--- config.mk ---
export PLATFORM = sky130hd
export DESIGN_NAME = id_hazard_fwd_unit_flat
export DESIGN_NICKNAME = d
export VERILOG_FILES = /design/src/rtl/id_hazard_fwd_unit_pkg.sv /design/src/rtl/id_hazard_fwd_unit_if.sv /design/src/rtl/id_hazard_fwd_unit_fwd_select.sv /design/src/rtl/id_hazard_fwd_unit.sv /design/src/flat_wrapper.sv
export SDC_FILE = /design/constraint.sdc
export NUM_CORES = 1
export LEC_CHECK = 0
export BUFFER_PORTS_ARGS = -buffer_cell sky130_fd_sc_hd__buf_2
export CAP_MARGIN = 20
export CORE_MARGIN = 2
export CORE_UTILIZATION = 39
export CTS_BUF_LIST = sky130_fd_sc_hd__clkbuf_2
export CTS_CLUSTER_SIZE = 14
export DETAILED_ROUTE_END_ITERATION = 10
export PLACE_DENSITY_LB_ADDON = 0.3
export SLEW_MARGIN = 20
export SYNTH_ARGS = -nofsm -noshare
export SYNTH_HDL_FRONTEND = slang
export SYNTH_SLANG_ARGS = --single-unit
--- constraint.sdc ---
create_clock -name clk -period 3.1 [get_ports clk]
set_input_delay 0.31 -clock clk [delete_from_list [all_inputs] [get_ports clk]]
set_output_delay 0.31 -clock clk [all_outputs]
set_load 0.05 [all_outputs]
--- src/rtl/id_hazard_fwd_unit_pkg.sv ---
// Shared constants for the ID-stage forwarding/hazard unit: result latencies,
// downstream stage index names and the forward-readiness rule.
package id_hazard_fwd_unit_pkg;

    // Result latency classes (stages until the result appears on a stage bus)
    localparam int LAT_ALU  = 32'sd1;
    localparam int LAT_LOAD = 32'sd2;

    // Tracked downstream stage indices
    typedef enum logic [1:0] {
        STG_EX  = 2'd0,
        STG_MEM = 2'd1,
        STG_WB  = 2'd2
    } stage_e;

    // Entry field widths for the default configuration
    localparam int ENT_VALID_W = 32'sd1;
    localparam int ENT_DST_W   = 32'sd5;
    localparam int ENT_LAT_W   = 32'sd2;

    // A writer sitting at stage idx has its result on that stage's bus
    // once it has travelled at least lat stages.
    function automatic logic fwd_ready(input int idx, input int lat);
        return ((idx + 32'sd1) >= lat);
    endfunction

endpackage

--- src/rtl/id_hazard_fwd_unit_if.sv ---
// Bundle of ID-stage operand/hazard signals between decoder side (master)
// and the forwarding unit (slave).
interface id_hazard_fwd_unit_if #(
    parameter int DATA_W     = 32,
    parameter int REG_ADDR_W = 5,
    parameter int NUM_SRC    = 2,
    parameter int STAGES     = 3,
    parameter int LAT_W      = 2
);
    logic                          id_valid;
    logic [NUM_SRC*REG_ADDR_W-1:0] id_src_addr;
    logic [NUM_SRC-1:0]            id_src_used;
    logic [REG_ADDR_W-1:0]         id_dst_addr;
    logic                          id_gpr_we_;
    logic [LAT_W-1:0]              id_lat;
    logic                          stall;
    logic                          flush;
    logic [NUM_SRC*DATA_W-1:0]     gpr_rd_data;
    logic [STAGES*DATA_W-1:0]      stage_fwd_data;
    logic [NUM_SRC*DATA_W-1:0]     src_data;
    logic                          ld_hazard;
    logic                          issue;

    modport master (
        output id_valid, id_src_addr, id_src_used, id_dst_addr, id_gpr_we_,
               id_lat, stall, flush, gpr_rd_data, stage_fwd_data,
        input  src_data, ld_hazard, issue
    );

    modport slave (
        input  id_valid, id_src_addr, id_src_used, id_dst_addr, id_gpr_we_,
               id_lat, stall, flush, gpr_rd_data, stage_fwd_data,
        output src_data, ld_hazard, issue
    );
endinterface

--- src/rtl/id_hazard_fwd_unit_fwd_select.sv ---
// Per-source operand resolution: finds the youngest in-flight writer of the
// source register and either forwards its stage result or flags not-ready.
module id_fwd_select
    import id_hazard_fwd_unit_pkg::*;
#(
    parameter int DATA_W     = 32,
    parameter int REG_ADDR_W = 5,
    parameter int STAGES     = 3,
    parameter int LAT_W      = 2,
    parameter int R0_ZERO    = 0
) (
    input  logic [REG_ADDR_W-1:0]        i_src_addr,
    input  logic                         i_src_used,
    input  logic [STAGES-1:0]            i_ent_valid,
    input  logic [STAGES*REG_ADDR_W-1:0] i_ent_dst,
    input  logic [STAGES*LAT_W-1:0]      i_ent_lat,
    input  logic [DATA_W-1:0]            i_gpr_data,
    input  logic [STAGES*DATA_W-1:0]     i_fwd_data,
    output logic [DATA_W-1:0]            o_data,
    output logic                         o_not_ready
);
    logic              w_is_r0;
    logic [STAGES-1:0] w_match;
    logic              w_hit;
    int                w_idx;

    assign w_is_r0 = (R0_ZERO != 0) && (i_src_addr == {REG_ADDR_W{1'b0}});

    for (genvar g = 0; g < STAGES; g++) begin : g_match
        assign w_match[g] = i_src_used & i_ent_valid[g] & ~w_is_r0 &
                            (i_ent_dst[g*REG_ADDR_W +: REG_ADDR_W] == i_src_addr);
    end

    // Priority pick of the youngest matching writer, then forward or flag not-ready
    always_comb begin
        w_hit       = 1'b0;
        w_idx       = 32'sd0;
        o_data      = i_gpr_data;
        o_not_ready = 1'b0;
        // Walk oldest to youngest so the youngest match is the one left standing
        for (int i = STAGES - 1; i >= 0; i--) begin
            w_hit = w_match[i] ? 1'b1 : w_hit;
            w_idx = w_match[i] ? i    : w_idx;
        end
        if (w_hit) begin
            if (fwd_ready(w_idx, int'(i_ent_lat[w_idx*LAT_W +: LAT_W]))) begin
                o_data      = i_fwd_data[w_idx*DATA_W +: DATA_W];
                o_not_ready = 1'b0;
            end else begin
                o_data      = i_gpr_data;
                o_not_ready = 1'b1;
            end
        end else if (w_is_r0) begin
            o_data      = {DATA_W{1'b0}};
            o_not_ready = 1'b0;
        end else begin
            o_data      = i_gpr_data;
            o_not_ready = 1'b0;
        end
    end
endmodule

--- src/rtl/id_hazard_fwd_unit.sv ---
// ID-stage forwarding and load-use hazard unit. Tracks in-flight register
// writers over STAGES downstream stages (needs STAGES >= 2) and resolves
// each source operand from the youngest ready writer or the register file.
module id_hazard_fwd_unit
    import id_hazard_fwd_unit_pkg::*;
#(
    parameter int DATA_W     = 32,
    parameter int REG_ADDR_W = 5,
    parameter int NUM_SRC    = 2,
    parameter int STAGES     = 3,
    parameter int LAT_W      = 2,
    parameter int R0_ZERO    = 0
) (
    input  logic                  clk,
    input  logic                  reset,
    id_hazard_fwd_unit_if.slave   bus
);
    logic [STAGES-1:0]            r_valid;
    logic [STAGES*REG_ADDR_W-1:0] r_dst;
    logic [STAGES*LAT_W-1:0]      r_lat;

    logic [NUM_SRC-1:0]           w_not_ready;
    logic                         w_ld_hazard;
    logic                         w_issue;
    logic                         w_new_valid;
    logic [LAT_W-1:0]             w_new_lat;

    // A zero latency would mean "ready before EX"; it is clamped to the ALU case
    assign w_new_lat   = (bus.id_lat == {LAT_W{1'b0}}) ? LAT_W'(LAT_ALU) : bus.id_lat;
    assign w_ld_hazard = bus.id_valid & (|w_not_ready);
    assign w_issue     = bus.id_valid & ~w_ld_hazard & ~bus.stall & ~bus.flush;
    assign w_new_valid = w_issue & ~bus.id_gpr_we_;

    assign bus.ld_hazard = w_ld_hazard;
    assign bus.issue     = w_issue;

    for (genvar s = 0; s < NUM_SRC; s++) begin : g_src
        id_fwd_select #(
            .DATA_W     (DATA_W),
            .REG_ADDR_W (REG_ADDR_W),
            .STAGES     (STAGES),
            .LAT_W      (LAT_W),
            .R0_ZERO    (R0_ZERO)
        ) u_sel (
            .i_src_addr  (bus.id_src_addr[s*REG_ADDR_W +: REG_ADDR_W]),
            .i_src_used  (bus.id_src_used[s]),
            .i_ent_valid (r_valid),
            .i_ent_dst   (r_dst),
            .i_ent_lat   (r_lat),
            .i_gpr_data  (bus.gpr_rd_data[s*DATA_W +: DATA_W]),
            .i_fwd_data  (bus.stage_fwd_data),
            .o_data      (bus.src_data[s*DATA_W +: DATA_W]),
            .o_not_ready (w_not_ready[s])
        );
    end

    // Writer table: clear on reset/flush, freeze on stall, otherwise shift one
    // stage and insert the issuing writer (or a bubble) at EX
    always_ff @(posedge clk) begin
        if (reset || bus.flush) begin
            r_valid <= {STAGES{1'b0}};
            r_dst   <= {(STAGES*REG_ADDR_W){1'b0}};
            r_lat   <= {(STAGES*LAT_W){1'b0}};
        end else if (bus.stall) begin
            r_valid <= r_valid;
            r_dst   <= r_dst;
            r_lat   <= r_lat;
        end else begin
            r_valid <= {r_valid[STAGES-2:0], w_new_valid};
            r_dst   <= {r_dst[(STAGES-1)*REG_ADDR_W-1:0], bus.id_dst_addr};
            r_lat   <= {r_lat[(STAGES-1)*LAT_W-1:0], w_new_lat};
        end
    end
endmodule

--- src/flat_wrapper.sv ---
// flat-port wrapper written by rule: the top's interface ports become plain ports
module id_hazard_fwd_unit_flat import id_hazard_fwd_unit_pkg::*;
#(
    parameter int DATA_W     = 32,
    parameter int REG_ADDR_W = 5,
    parameter int NUM_SRC    = 2,
    parameter int STAGES     = 3,
    parameter int LAT_W      = 2,
    parameter int R0_ZERO    = 0
)
  (clk, reset, bus_id_valid, bus_id_src_addr, bus_id_src_used, bus_id_dst_addr, bus_id_gpr_we_, bus_id_lat, bus_stall, bus_flush, bus_gpr_rd_data, bus_stage_fwd_data, bus_src_data, bus_ld_hazard, bus_issue);
  id_hazard_fwd_unit_if #(.DATA_W(DATA_W), .REG_ADDR_W(REG_ADDR_W), .NUM_SRC(NUM_SRC), .STAGES(STAGES), .LAT_W(LAT_W)) bus_i ();
  input  logic clk;
  input  logic reset;
  input wire logic [$bits(bus_i.id_valid)-1:0] bus_id_valid;
  input wire logic [$bits(bus_i.id_src_addr)-1:0] bus_id_src_addr;
  input wire logic [$bits(bus_i.id_src_used)-1:0] bus_id_src_used;
  input wire logic [$bits(bus_i.id_dst_addr)-1:0] bus_id_dst_addr;
  input wire logic [$bits(bus_i.id_gpr_we_)-1:0] bus_id_gpr_we_;
  input wire logic [$bits(bus_i.id_lat)-1:0] bus_id_lat;
  input wire logic [$bits(bus_i.stall)-1:0] bus_stall;
  input wire logic [$bits(bus_i.flush)-1:0] bus_flush;
  input wire logic [$bits(bus_i.gpr_rd_data)-1:0] bus_gpr_rd_data;
  input wire logic [$bits(bus_i.stage_fwd_data)-1:0] bus_stage_fwd_data;
  output wire logic [$bits(bus_i.src_data)-1:0] bus_src_data;
  output wire logic [$bits(bus_i.ld_hazard)-1:0] bus_ld_hazard;
  output wire logic [$bits(bus_i.issue)-1:0] bus_issue;
  assign bus_i.id_valid = bus_id_valid;
  assign bus_i.id_src_addr = bus_id_src_addr;
  assign bus_i.id_src_used = bus_id_src_used;
  assign bus_i.id_dst_addr = bus_id_dst_addr;
  assign bus_i.id_gpr_we_ = bus_id_gpr_we_;
  assign bus_i.id_lat = bus_id_lat;
  assign bus_i.stall = bus_stall;
  assign bus_i.flush = bus_flush;
  assign bus_i.gpr_rd_data = bus_gpr_rd_data;
  assign bus_i.stage_fwd_data = bus_stage_fwd_data;
  assign bus_src_data = bus_i.src_data;
  assign bus_ld_hazard = bus_i.ld_hazard;
  assign bus_issue = bus_i.issue;
  id_hazard_fwd_unit #(.DATA_W(DATA_W), .REG_ADDR_W(REG_ADDR_W), .NUM_SRC(NUM_SRC), .STAGES(STAGES), .LAT_W(LAT_W), .R0_ZERO(R0_ZERO)) u_core (.clk(clk), .reset(reset), .bus(bus_i));
endmodule
==> key figures <==
Clock network
  • Clk sinks: 24
  • # hold bufs at CTS: 0
  • Clk_lat worst skew: 0.36 ns
  • Root Driver: clkbuf_2
  • H-tree Lvls: 1
  • CTS max path bufs: 2
  • Num CTS Buffers: 3
  • Worst-path clk slew: 0.24 ns
  • CTS tree: built

Outcome
  • Status: finished, violations left
  • Failing checks: setup timing

Logic synthesis
  • Syn. warnings: 0
  • Syn Inst Count: 456
  • Synth cell types: 35
  • Mean Syn Cell Area: 7.97 um2
  • Compound-cell area share of the yosys netlist: 0.121
  • Sequential area share after synthesis: 0.132
  • Mux contribution to synthesized area: 0.435
  • XOR/XNOR Fraction of Synth Area: 0.0723
  • Largest family of logic cells by synthesized area: multiplexers
  • Synthesized area: 0.00363 mm2
  • EDFF count, synth: 0
  • Synth Flop Type: dfxtp_1
  • Ys async rst share: 0
  • Synth Register Bits: 24
  • Syn_nets: 647
  • Simple-gate area share of the yosys netlist: 0.158
  • Adder-Cell Fraction of Synth Area: 0.0248

Floorplan
  • DIE HEIGHT: 101 um
  • DIE WIDTH: 101 um
  • Die area: 0.0101 mm2
  • FP Rows: 35
  • CORE AREA: 0.00915 mm2
  • Starting density of the core: 0.397
  • IO Pins: 251

Detailed routing
  • Uppermost layer routed: met4
  • Drt wl/cell: 19.6 um
  • TritonRoute pass-1 iters: 4
  • DR vias: 4832
  • Drt via density: 5.62
  • Met3 wire length: 865 um
  • Final WL: 16900 um
  • DRT met1 WL: 6020 um
  • Met2 wire length: 9340 um
  • DRC Markers: 0
  • Iter 0 DRT Violations: 164
  • Post-route ant nets: 0

Placed design
  • Post-DP HPWL: 11200 um
  • Buffers on Ports: 250
  • Gp weighted congestion: 0.902
  • Pre-CTS WS: -0.463 ns

Critical path
  • Worst Path Required: 2.79 ns
  • Worst path arrival time: 3.47 ns
  • CP Class: flop to output pin
  • Critical path cell sequence: xnor2_2, nand4_1, nor2_2, or3b_4, nor2_4, a31oi_4, fa_1, o31ai_4, o31ai_4, buf_12, nand2_2, o21ai_4, buf_6
  • Crit-path max FO: 19
  • Buf+Inv Stages, Crit Path: 2
  • Reg2Reg Setup Slack: 0.06 ns
  • CP max stage delay: 0.51 ns
  • Crit-path most repeated cell: o31ai_4
  • Worst Setup SP: u_core.r_dst[10]
  • Startpoint Class: flop
  • Crit-path slowest cell: fa_1
  • R2r startpoint: u_core.r_dst[10]
  • Setup crit end kind: output pin
  • Family with the most delay on the worst path: simple AND/OR/NAND/NOR gates

Timing
  • Fin worst setup slack: -0.683 ns
  • Worst slew pin tran: 0.734 ns
  • Max frequency: 264 MHz
  • Fin crit period: 3.78 ns
  • Final Setup Violations: 66
  • Final slew viol count: 0
  • Unrepaired setup endpoints after global routing: true
  • Period utilisation layout: 1.22
  • Worst slew margin: 0.510
  • Clock skew: 0.0101 ns
  • Final hold vios: 0

GRT
  • Maximum number of pins on one net before global-route repair: 28
  • Vias in the first global route: 4920
  • Initial antenna violation count: 1
  • First-pass GRT wire length: 23500 um
  • Tot GR Track Use: 0.289
  • Gr ovfl total: 0

Run
  • Max_cap viols: 0

Pwr
  • Cell Pwr Density: 171 mW/mm2
  • Peak supply drop: 0.235 mV
  • Static leakage: 3.70 nW
  • Power Total: 0.00124 W

Finish
  • Nets: 940
  • Layout overhead on the synthesized area: 99.4%
  • Layout cells sized above 1: 0.753

Hold path
  • Hold_sp: bus_id_dst_addr[2]
  • Type of the worst min-delay path: input pin to flop
tightest hold or removal path, delay by kind of cell:
family,cells,cell delay [ns]
buf+inv,1,0.07
mux,1,0.05
simple gates,1,0.07
cell usage after synthesis, drive strengths merged (3+ instances only):
cell type  number  area [um2]
nor2           31         116
nor4            3        31.3
ha              4        50.1
xnor2          22         193
o31ai           4        40.0
nand3           4        20.0
mux2i          86         861
nor2b           3        18.8
a31oi           4        25.0
xor2            8        70.1
o21ai          64         320
mux2           64         721
clkbuf         20        75.1
dfxtp          24         480
nand2          73         274
inv             5        18.8
buf            14         113
nand4           4        25.0
layout make-up:
class                      count  area [um2]
antenna                        1        2.50
clock buffer                   3        15.0
clock inverter                 1        30.0
fill                         562        1910
inverter                       5        18.8
multi-input combinational    393        4110
sequential                    24         509
tap                          111         139
timing repair buffer         322        2420
metal layers:
| metal | vias to the layer above | GRT usage |
|---|---|---|
| met5 | - | 0 |
| met4 | 0 | 0.115 |
| met3 | 62 | 0.0437 |
| met2 | 230 | 0.574 |
| met1 | 2335 | 0.300 |
| li1 | 2205 | - |
stage by stage:
step	utilization	hold slack [ns]	area (um2)	TNS, ns	instances
after floorplan	-	0.454	4430	-25.71	456
after global placement	0.659	0.529	6030	-22.08	834
after detailed placement	0.659	0.549	6030	-27.27	834
after CTS	0.761	0.174	6970	-37.23	853
after global routing	0.792	0.153	7240	-50.68	860
final	0.792	0.157	7240	-41.29	860
kinds of logic (layout without fill, tap and decap cells):
group	count (synthesis)	in the layout
muxes	150	150
xor gates and xnor gates	30	30
other	0	1
adders and majority gates	6	6
and+or+nand+nor	129	129
buffers and inverters	39	331
AOI/OAI and AO/OA	78	78
DFF	24	24
power by group:
part / switching (W) / internal (W)
sequential: 0.00000599 / 0.000311
clock: 0.000100 / 0.000111
combinational: 0.000404 / 0.000308
total: 0.000510 / 0.000729
state kept, by name, summed over array words and instances, names as in the netlist:
register / flops
u_core.r_dst: 15
u_core.r_valid: 3
u_core.r_lat: 6
repair_timing:
action	in CTS	in global routing
setup endpoints to repair	67	67
buffers inserted	12	7
gates resized for setup	229	46
pin swaps	15	16
hold endpoints to repair	0	0
cloned	3	2
path summary, 6_finish.rpt:
kind | end | cells after the start
setup reg to reg | u_core.r_valid[0] | 12
setup / recovery | bus_src_data[16] | 13
hold reg to reg | u_core.r_dst[12] | 2
hold / removal | u_core.r_dst[2] | 3
layout by cell type (no fill, tap or decap), types with 5 or more instances in the layout:
cell,n
buf_12,6
buf_2,185
buf_4,55
buf_6,66
dfxtp_1,9
dfxtp_2,11
mux2_2,64
mux2i_1,86
nand2_1,18
nand2_2,32
nand2_4,23
nor2_1,25
o21ai_2,5
o21ai_4,59
xnor2_1,17
xnor2_2,5
Power figures use the tool's default switching activity.
